File: config.mk
export PLATFORM = sky130hd
export DESIGN_NAME = mult_div_unit
export DESIGN_NICKNAME = d
export VERILOG_FILES = /design/src/rtl/mult_div_unit.sv
export SDC_FILE = /design/constraint.sdc
export NUM_CORES = 1
export LEC_CHECK = 0
export CORE_MARGIN = 5
export CORE_UTILIZATION = 40
export DETAILED_ROUTE_END_ITERATION = 16
export MAX_ROUTING_LAYER = met4
export SYNTH_ARGS = -nofsm -noshare
export SYNTH_HDL_FRONTEND = slang
export SYNTH_SLANG_ARGS = --single-unit
File: constraint.sdc
create_clock -name clk -period 3.01 [get_ports clk]
set_input_delay 0.7525 -clock clk [delete_from_list [all_inputs] [get_ports clk]]
set_output_delay 0.7525 -clock clk [all_outputs]
set_load 0.03 [all_outputs]
File: src/rtl/mult_div_unit.sv
// Iterative radix-2 multiply/divide unit with HI/LO registers.
// Fixed 33-cycle latency for MULT/MULTU/DIV/DIVU; MTHI/MTLO single cycle.
module mult_div_unit #(
  parameter int XLEN  = 32,
  parameter int CNT_W = 6
) (
  input  logic            clk,
  input  logic            rst_n,
  input  logic            start,
  input  logic [2:0]      op,
  input  logic [XLEN-1:0] rs_data,
  input  logic [XLEN-1:0] rt_data,
  output logic            busy,
  output logic            done,
  output logic [XLEN-1:0] hi,
  output logic [XLEN-1:0] lo
);

  typedef enum logic [1:0] {
    IDLE = 2'd0,
    RUN  = 2'd1,
    FIX  = 2'd2
  } state_t;

  state_t state, state_nx;

  logic [CNT_W-1:0] cnt;
  logic [XLEN-1:0]  acc;
  logic [XLEN-1:0]  mq;
  logic [XLEN-1:0]  dvs;
  logic             is_div;
  logic             neg_q;
  logic             neg_r;

  logic            is_md;
  logic            sgn;
  logic            a_neg;
  logic            b_neg;
  logic [XLEN-1:0] a_mag;
  logic [XLEN-1:0] b_mag;

  logic [XLEN:0]   mul_sum;
  logic [XLEN:0]   div_sh;
  logic            div_ge;
  logic [XLEN:0]   div_rem;

  logic [2*XLEN-1:0] prod;
  logic [2*XLEN-1:0] prod_s;
  logic [XLEN-1:0]   q_s;
  logic [XLEN-1:0]   r_s;
  logic              dz;

  // Operand decode: magnitudes and signs at issue
  always_comb begin
    is_md = ~op[2];
    sgn   = ~op[0];
    a_neg = sgn & rs_data[XLEN-1];
    b_neg = sgn & rt_data[XLEN-1];
    a_mag = a_neg ? -rs_data : rs_data;
    b_mag = b_neg ? -rt_data : rt_data;
  end

  // One radix-2 step of either shift-add or restoring division
  always_comb begin
    mul_sum = {1'b0, acc}
            + (mq[0] ? {1'b0, dvs} : '0);
    div_sh  = {acc, mq[XLEN-1]};
    div_ge  = div_sh >= {1'b0, dvs};
    div_rem = div_ge ? div_sh - {1'b0, dvs}
                     : div_sh;
  end

  // Sign correction of the unsigned result
  always_comb begin
    prod   = {acc, mq};
    prod_s = neg_q ? -prod : prod;
    dz     = dvs == '0;
    q_s    = dz ? '1 : (neg_q ? -mq : mq);
    r_s    = neg_r ? -acc : acc;
  end

  // State register
  always_ff @(posedge clk or negedge rst_n) begin
    if (!rst_n) state <= IDLE;
    else        state <= state_nx;
  end

  // Next-state logic
  always_comb begin
    state_nx = state;
    unique case (state)
      IDLE: if (start && is_md) state_nx = RUN;
      RUN:  if (cnt == CNT_W'(XLEN-1)) state_nx = FIX;
      FIX:  state_nx = IDLE;
      default: state_nx = IDLE;
    endcase
  end

  assign busy = state != IDLE;

  // Datapath, HI/LO and done pulse
  always_ff @(posedge clk or negedge rst_n) begin
    if (!rst_n) begin
      cnt    <= '0;
      acc    <= '0;
      mq     <= '0;
      dvs    <= '0;
      is_div <= 1'b0;
      neg_q  <= 1'b0;
      neg_r  <= 1'b0;
      hi     <= '0;
      lo     <= '0;
      done   <= 1'b0;
    end else begin
      done <= 1'b0;
      unique case (state)
        IDLE: begin
          if (start) begin
            unique case (1'b1)
              is_md: begin
                acc    <= '0;
                mq     <= a_mag;
                dvs    <= b_mag;
                cnt    <= '0;
                is_div <= op[1];
                neg_q  <= a_neg ^ b_neg;
                neg_r  <= a_neg;
              end
              (op == 3'b100): hi <= rs_data;
              (op == 3'b101): lo <= rs_data;
              default: ;
            endcase
          end
        end
        RUN: begin
          cnt <= cnt + CNT_W'(1);
          if (is_div)
            {acc, mq} <= {div_rem[XLEN-1:0],
                          mq[XLEN-2:0], div_ge};
          else
            {acc, mq} <= {mul_sum, mq[XLEN-1:1]};
        end
        FIX: begin
          done <= 1'b1;
          if (is_div) begin
            lo <= q_s;
            hi <= r_s;
          end else begin
            {hi, lo} <= prod_s;
          end
        end
        default: ;
      endcase
    end
  end

endmodule

## After elaboration in Yosys (flattened, before gate mapping)

Cells that the tools add are included.

| operators by class | value |
|---|---|
| bitwise operators | 5 |
| eq/ne operators | 11 |
| magnitude comparators | 1 |
| mux-type cells | 31 |
| reduce and logical (&&, ||, !) cells | 11 |
| add/subtract/negate cells | 8 |

Operator list:

| kind | count |
|---|---|
| $mux 32 | 19 |
| $pmux 32 s2 | 4 |
| $neg 32->32 | 4 |
| $mux 64 | 1 |
| $neg 64->64 | 1 |
| $add 32x32->33 | 1 |
| $ge 33x32->1 | 1 |
| $logic_not 32->1 | 1 |
| $sub 32x32->32 | 1 |
| $mux 6 | 2 |
| $ne 2x2->1 const B | 6 |
| $pmux 6 s2 | 1 |
| $reduce_and 3->1 | 4 |
| $add 6x1->6 const B | 1 |
| $eq 3x3->1 const B | 2 |
| $eq 6x5->1 const B | 1 |
| $reduce_bool 2->1 | 3 |
| $mux 2 | 2 |
| $pmux 2 s2 | 1 |
| $and 1x1->1 | 2 |
| $eq 2x1->1 const B | 1 |
| $eq 2x2->1 const B | 1 |
| $logic_not 2->1 | 1 |
| $not 1->1 | 2 |
| 4 further kinds | 4 |

| storage, ports and cells | value |
|---|---|
| bits in registers | 172 |
| input port bits | 70 |
| output and inout bits | 66 |
| logic and storage cells | 78 |

## Longest topological paths before layout

Gate-level depths: netlist of the first run.

| depth | value |
|---|---|
| depth after elaboration | 6 |
| mapped depth | 13 |
| gate-level depth less buffers | 12 |

## Worst setup path after synthesis of the first run

Ideal clock, no wire load.

| path | value |
|---|---|
| kind | reg2reg |
| start | reg mq[0] |
| end | reg acc[28] |
| buffers on the path | 1 |
| required time | 2871 ps |
| stages on the path, launching flop included | 13 |
| library setup time | 139 ps |
| path slack | 58 ps |
| clock period less this slack | 2952 ps |
| data arrival time | 2813 ps |
| cells stage by stage | dfrtp_1 > inv_1 > buf_1 > nor2_1 > ha_1 > a2111oi_0 > nand2_1 > nand2_1 > a21oi_1 > o21ai_0 > nor4_1 > a311oi_1 > o211ai_1 |

| between the ends | value |
|---|---|
| longest elaborated chain between the ends | 4 |

RTL lines:

| item | line | source |
|---|---|---|
| start: declaration | 29 | `logic [XLEN-1:0] mq;` |
| start signal: assignment | 122 | `mq <= a_mag;` |
| start signal: assignment | 138 | `{acc, mq} <= {div_rem[XLEN-1:0],` |
| start signal: assignment | 141 | `{acc, mq} <= {mul_sum, mq[XLEN-1:1]};` |
| $mux 32 | 66 | `+ (mq[0] ? {1'b0, dvs} : '0);` |
| $add 32x32->33 | 66 |  |
| $mux 32 | 137 | `if (is_div)` |
| $pmux 32 s2 | 116 | `unique case (state)` |
| end signal: assignment | 138 |  |
| end signal: assignment | 141 |  |
| end: declaration | 28 | `logic [XLEN-1:0] acc;` |

Every way passes these cells.
A chain may end at the register's enable or synchronous reset.

## Worst setup path in the final report of the first run

| path | value |
|---|---|
| start | reg acc[0] |
| end | reg acc[29] |

| between the ends | value |
|---|---|
| longest elaborated chain between the ends | 4 |
| elaborated cells between the ends (all ways) | 6 |
| those cells by class | 2 x add/sub; 1 x order compare; 3 x mux |

RTL lines:

| item | line | source |
|---|---|---|
| $sub 32x32->32 / $ge 33x32->1 (equally long branches) | 69, 68 |  |
| $mux 32 | 69 | `div_rem = div_ge ? div_sh - {1'b0, dvs}` |
| $mux 32 * | 137 |  |
| $pmux 32 s2 * | 116 |  |

Every way passes the cells marked *; elsewhere a longest branch is shown, timed or not.

==> results of run 1 <==
## repair_timing
action | CTS | global route
resized for setup | 10 | 64
gates cloned | 0 | 1
setup buffers | 0 | 9
endpoints found under the setup margin | 7 | 45
endpoints found under the hold margin | 0 | 0
pin swaps | 0 | 25
## synthesized netlist by cell type, drive strengths merged (17+ instances only)
master	number	area share
inv	64	0.016
dfrtp	172	0.29
nor3	37	0.012
o211ai	25	0.013
nand4	21	0.0089
xnor2	91	0.054
a22oi	21	0.011
o22ai	25	0.011
ha	69	0.058
mux2i	48	0.032
and3	26	0.011
clkbuf	95	0.024
or3	20	0.0084
nand2b	18	0.0076
nand3	46	0.016
nor4	24	0.014
a21o	24	0.012
a21oi	143	0.049
xor2	74	0.044
o21ai	238	0.080
nor2	128	0.032
nand2	248	0.063
o31ai	26	0.013
a31oi	17	0.0072
buf	26	0.010
## final timing paths
path	from	to	slack, ns	depth (start not counted)
min in group clk	hi[14]	hi[14]	0.48	2
max reg2reg	acc[0]	acc[29]	0.06	10
max	acc[0]	acc[29]	0.06	10
min	rst_n	lo[13]	0.19	1
min reg2reg	hi[14]	hi[14]	0.48	2
max in group asynchronous	rst_n	hi[26]	2.00	3
## final cells by class
cell class | count | area [um^2]
Fill cell | 3480 | 17100
Multi-Input combinational cell | 1545 | 10100
Sequential cell | 172 | 4310
Timing Repair Buffer | 438 | 3740
Tap cell | 468 | 586
Clock buffer | 17 | 425
Inverter | 65 | 246
Clock inverter | 14 | 151
Antenna cell | 1 | 2.50
## critical path, stage by stage (launching register included)
cell and delay, ns:
dfrtp_1 0.42, ha_1 0.32, nor2b_2 0.18, o2111a_2 0.26, o2111ai_2 0.15, a21bo_2 0.27, a211o_1 0.37, a2111oi_0 0.46
o31ai_1 0.12, buf_4 0.16, a41oi_1 0.16
## through the flow
stage | util | std cells | TNS (ns)
after floorplan | - | 1903 | 0
after global placement | 0.507 | 2679 | -2.53
after detailed placement | 0.507 | 2679 | -2.82
after CTS | 0.524 | 2710 | 0
after global routing | 0.533 | 2720 | -0.182
final | 0.533 | 2720 | 0
## report_power, final
group	internal, mW	switching (mW)
combinational	8.25	10.3
clock	1.18	1.11
sequential	3.45	1.13
## kinds of logic after synthesis
family,Yosys count,share of synthesized area
AO/OA/AOI/OAI,620,0.257
XOR/XNOR,165,0.0975
adder cells (fa/ha/maj),71,0.0610
buffers and inverters,186,0.0509
flip-flops,172,0.290
multiplexers,50,0.0339
AND/OR/NAND/NOR,639,0.210
## layer usage
layer	vias up	GRT usage
met5	-	-
met4	0	0.0951
met3	95	0.0380
met2	673	0.422
met1	7553	0.374
li1	7565	-
## flip-flops by register name, summed over array words and instances (netlist names)
| signal | count |
|---|---|
| neg_q | 1 |
| acc | 32 |
| is_div | 1 |
| cnt | 6 |
| mq | 32 |
| hi | 32 |
| state | 2 |
| neg_r | 1 |
| lo | 32 |
| done | 1 |
| dvs | 32 |
==> run_results.csv, run 1 <==
group,metric,value,unit
route,ant_nets,0,
timing,hold_ws,0.193,ns
timing,maxSlewHeadroom,0.520,
floorplanning,die_w,202,um
final_layout,mostFrequentLayoutCell,"buf_4",
synth,synth_ff_type,"dfrtp_1",
floorplanning,die_y,202,um
clock_tree,clockBufferDepth,2,
run_status,status,"finished clean",
synth,synth_fp_nets,2044,
route,met3WireLength,4070,um
route,wl_met2,24900,um
floorplanning,num_rows,70,
route,wl_met1,25200,um
synth,syn_inst,1903,
placement,post-place-ws,-0.348,ns
timing,worst_slew_pin_slew,0.718,ns
clock_tree,clkSlewWorstSetupHoldPaths,0.09,ns
hold_path,min_path_type,"primary input to async pin",
timing,setup_slack,0.0606,ns
final_layout,mostFrequentLayoutCells,"294 x buf_4, 248 x nand2_1, 221 x o21ai_0",
flow_run,drv_cap,0,
clock_tree,htreeDepth,4,
synth,ys_seq_elements,172,
global_route,grt_pass1_vias,15100,
route,drc,0,
route,top_layer,"met4",
clock_tree,cts_sinks,172,
route,first_pass_iters,6,
synth,yosys_warnings,0,
route,via_per_inst,5.84,
setup_path,cp.arrival,3.32,ns
clock_tree,clock-root-buffer,"clkbuf_16",
timing,drv_slew,0,
pwr,p_leak,8.40,nW
global_route,groute.usage.overall,0.274,
setup_path,cp.required,3.38,ns
final_layout,layout.nets,2380,
timing,fin_skew,0.0207,ns
global_route,grt_max_degree,59,
clock_tree,clock_latency,0.45,ns
pwr,peakVddDrop,562,uV
pwr,p_total,25.5,mW
timing,finalHoldViolations,0,
setup_path,start_kind,"flop",
setup_path,cp_max_fo,4,
pwr,powerDensity,1300,mW/mm^2
clock_tree,hold_buffers,0,
route,vias,15900,
timing,final.period_utilization,0.980,
placement,dpl.hpwl,44500,um
floorplanning,initial_core_util,0.405,
clock_tree,cts_buffers,17,
timing,max_freq,0.339,GHz
clock_tree,cts_tree,"yes",
synth,synthDistinctLibCells,83,
route,wl,56500,um
placement,portBuffers,135,
setup_path,end_kind,"flop",
synth,syn-cell-area,0.0148,mm^2
timing,final.min_clock_period,2.95,ns
floorplanning,core-area,0.0366,mm^2
synth,synth_edf_count,0,
synth,synth-async-reset-ratio,1.00,
route,wl_per_cell,20.8,um
global_route,grt_pass1_wl,87200,um
global_route,grt_antenna_before_repair,1,
placement,gp_congestion,0.984,
timing,setup_viol,0,
setup_path,worstSetupPathType,"flop to flop",
floorplanning,io_pins,136,
route,drtIter0Drc,1280,
synth,ys_seq_area_frac,0.290,
timing,rsz0062_at_grt,"yes",
floorplanning,dieArea,0.0410,mm^2
placement,place_area,0.0186,mm^2
final_layout,final_cell_area,0.0195,mm^2
synth,syn_avg_cell_area,7.79,um^2
final_layout,area.growth.synth_to_final,31.7,%
global_route,grt_overflow_total,0,
final_layout,drive_above_1_share,0.189,
Note: power is estimated with default switching activity, not from simulation.
==> run 2: changes to the inputs <==
- CTS_CLUSTER_DIAMETER: not set -> 200
==> results of run 2 <==
The final DEF is identical to that of run 1; final timing and power are the same.
==> RTL edit (flow settings as in run 1) <==
`CNT_W`: 6 -> 5.
--- a/src/rtl/mult_div_unit.sv
+++ b/src/rtl/mult_div_unit.sv
@@ -2,7 +2,7 @@
 // Fixed 33-cycle latency for MULT/MULTU/DIV/DIVU; MTHI/MTLO single cycle.
 module mult_div_unit #(
   parameter int XLEN  = 32,
-  parameter int CNT_W = 6
+  parameter int CNT_W = 5
 ) (
   input  logic            clk,
   input  logic            rst_n,
Check against the original RTL: same outputs for any inputs over 4 cycles, from zero or initial values and one cycle with rst_n low; that may be too few to reach the edited logic, so the function may still have changed.
==> RTL edit against run 1 <==
- the run now ends with setup timing left
- sequential share of layout area shrank 1.5 points
- routed wire length shrank 6.9%
- synthesized area shrank 3.5%
- clock skew shrank 0.010 ns
- design area grew 6.9%
- via count shrank 4.7%
- synthesized cell count shrank 5.3%
- power grew 11%
- sequential cell count shrank 1
- global-route usage shrank 0.77 points
- maximum frequency shrank 8.1%
- setup slack lost 0.26 ns
- sequential power shrank 2%
- largest cell class unchanged
==> RTL edit: results (changes against run 1) <==
cells_and_area:
  n_fill_cell: 3207  # was 3480
  fin_nets: 2386  # was 2380
  drive_above_1_share_pct: 28.5  # was 18.9%
  diodes: 0  # was 1
worst_setup_path:
  slowest_stage: "dfrtp_2"  # was a2111oi_0
  critPathLaunch: "mq[0]"  # was acc[0]
  r2r-start: "mq[0]"  # was acc[0]
  critPathTopFamily: "compound AO/OA/AOI/OAI gates"  # unchanged
  worst_ep_arrival_time_ns: 3.58  # was 3.32 ns
  slowest_delay_ns: 0.42  # was 0.46 ns
  r2r_cells: 16  # was 10
  critPathMaxFanout: 3  # was 4
placement:
  port_buffers: 135  # unchanged
  dpl.cell_count: 2641  # was 2679
  post_dp_cell_area_sq_mm: 0.0187  # was 0.0186 sq mm
  place_hpwl_um: 39900  # was 44500 um
  gp_congestion: 0.961  # was 0.984
hold_path:
  hold_path.class: "input pin to async pin"  # unchanged
clock_tree:
  clk_pin_slew_ns: 0.07  # was 0.09 ns
  cts_made_buffers: 17  # unchanged
  clockBufferDepth: 2  # unchanged
  htreeDepth: 4  # unchanged
  cts_root_buf: "clkbuf_16"  # unchanged
  clock_latency_ns: 0.46
global_routing:
  antenna_found_initial: 1  # unchanged
  grt_start_max_net_pins: 71  # was 59
  grt_pass1_vias: 14900  # was 15100
  grt_first_pass_wirelength_um: 81200  # was 87200 um
  grtUsageTotal_pct: 26.7  # was 27.4%
logic_synthesis:
  synth.area.top_cells: "dfrtp_1 (30%), o21ai_0 (8.4%), xnor2_1 (6.8%), nand2_1 (6.1%), ha_1 (6.1%)"  # was dfrtp_1 (29%), o21ai_0 (7.7%), nand2_1 (6.3%), ha_1 (5.8%), xnor2_1 (5.4%)
  ys_types: 75  # was 83
  syn_nets: 1945  # was 2044
  ys_top_cells_by_count: "o21ai_0 (241), nand2_1 (234), dfrtp_1 (171)"  # was nand2_1 (248), o21ai_0 (228), dfrtp_1 (172)
  yosys.cell_count.top_type: "o21ai_0"  # was nand2_1
  synth_warnings: 0  # unchanged
  ys_seq_area_share_pct: 29.9  # was 29.0%
  synth-async-reset-ratio_pct: 100  # unchanged
  avgSynthCellArea_sq_um: 7.93  # was 7.79 sq um
route:
  vias: 15100  # was 15900
  dr.pass1.iters: 5  # was 6
  vias_per_cell: 5.57  # was 5.84
  wl_um: 52600  # was 56500 um
  drt_iter0_drc: 896  # was 1280
timing:
  setup_viol: 28  # was 0
  hold_viol: 0  # unchanged
  finalClockSkew_ns: 0.0107  # was 0.0207 ns
  slew-limit-headroom_pct: 19.1  # was 52.0%
  setup_slack_ns: -0.201  # was 0.0606 ns
run_status:
  violations: "setup timing"
  status: "complete, but fails checks"  # was completed
power_and_ir_drop:
  leakage_nw: 9.02  # was 8.40 nW
  ir_drop_v: 0.000839  # was 0.000562 V
## RTL edit: changes by cell type after synthesis, moves of 10 or more
cell,before,now
mux2i_1,48,79
nand2_1,248,234
xnor2_1,91,111
nand3_1,46,20
a21o_1,24,34
xor2_1,74,57
o211ai_1,25,13
o21ai_0,228,241
a21oi_1,142,90
and3_1,26,5
nor2b_1,13,23
a211oi_1,9,24
## RTL edit: report_power, final
group	internal (W)	switching, W	total, W
combinational	0.0102	0.0111	0.0213
clock	0.00142	0.00105	0.00247
sequential	0.00345	0.00105	0.00451
total	0.0151	0.0132	0.0283
## RTL edit: worst paths after layout
check                          end  slack [ns]
max in group asynchronous  acc[27]        2.00
min                          mq[6]        0.27
max reg2reg                acc[31]       -0.20
min reg2reg                  lo[9]        0.48
min in group clk             lo[9]        0.48
max                        acc[31]       -0.20
## RTL edit: area by class of cell
cell class | instances | area, sq um | area share (%)
Sequential cell | 171 | 4280 | 20.5
Timing Repair Buffer | 533 | 4570 | 21.9
Tap cell | 461 | 577 | 2.76
Multi-Input combinational cell | 1457 | 10600 | 50.6
Clock buffer | 19 | 443 | 2.12
Inverter | 64 | 246 | 1.18
Clock inverter | 13 | 186 | 0.894
## RTL edit: cell families after synthesis
logic type	count (synthesis)	share of synthesized area [%]
muxes	81	5.69
DFF	171	29.9
buffers and inverters	176	4.70
AOI/OAI and AO/OA	576	24.6
and+or+nand+nor	559	18.4
adders and majority gates	72	6.41
xor gates and xnor gates	168	10.3
## RTL edit: timing repair
action                     4_1_cts  5_1_grt
resized for setup              123      176
setup endpoints to repair       67       71
gates cloned                     1        1
pin swaps                       63       83
setup buffers                   30       19
## RTL edit: per-layer routing
metal,GRT usage [%],share of wire (%),up-vias,wire length [um]
met5,-,0,-,0
met4,8.59,3.0,0,1590
met3,3.15,4.2,80,2230
met2,44.7,49,369,25700
met1,33.8,44,7316,23100
li1,-,-,7376,-
## RTL edit: per-stage QoR
step	TNS, ns	setup WS [ns]
floorplan	-0.0700	-0.0700
global placement	-21.13	-0.663
detailed placement	-23.53	-0.656
CTS	-0.763	-0.139
global route	-6.87	-0.334
finish	-2.19	-0.201
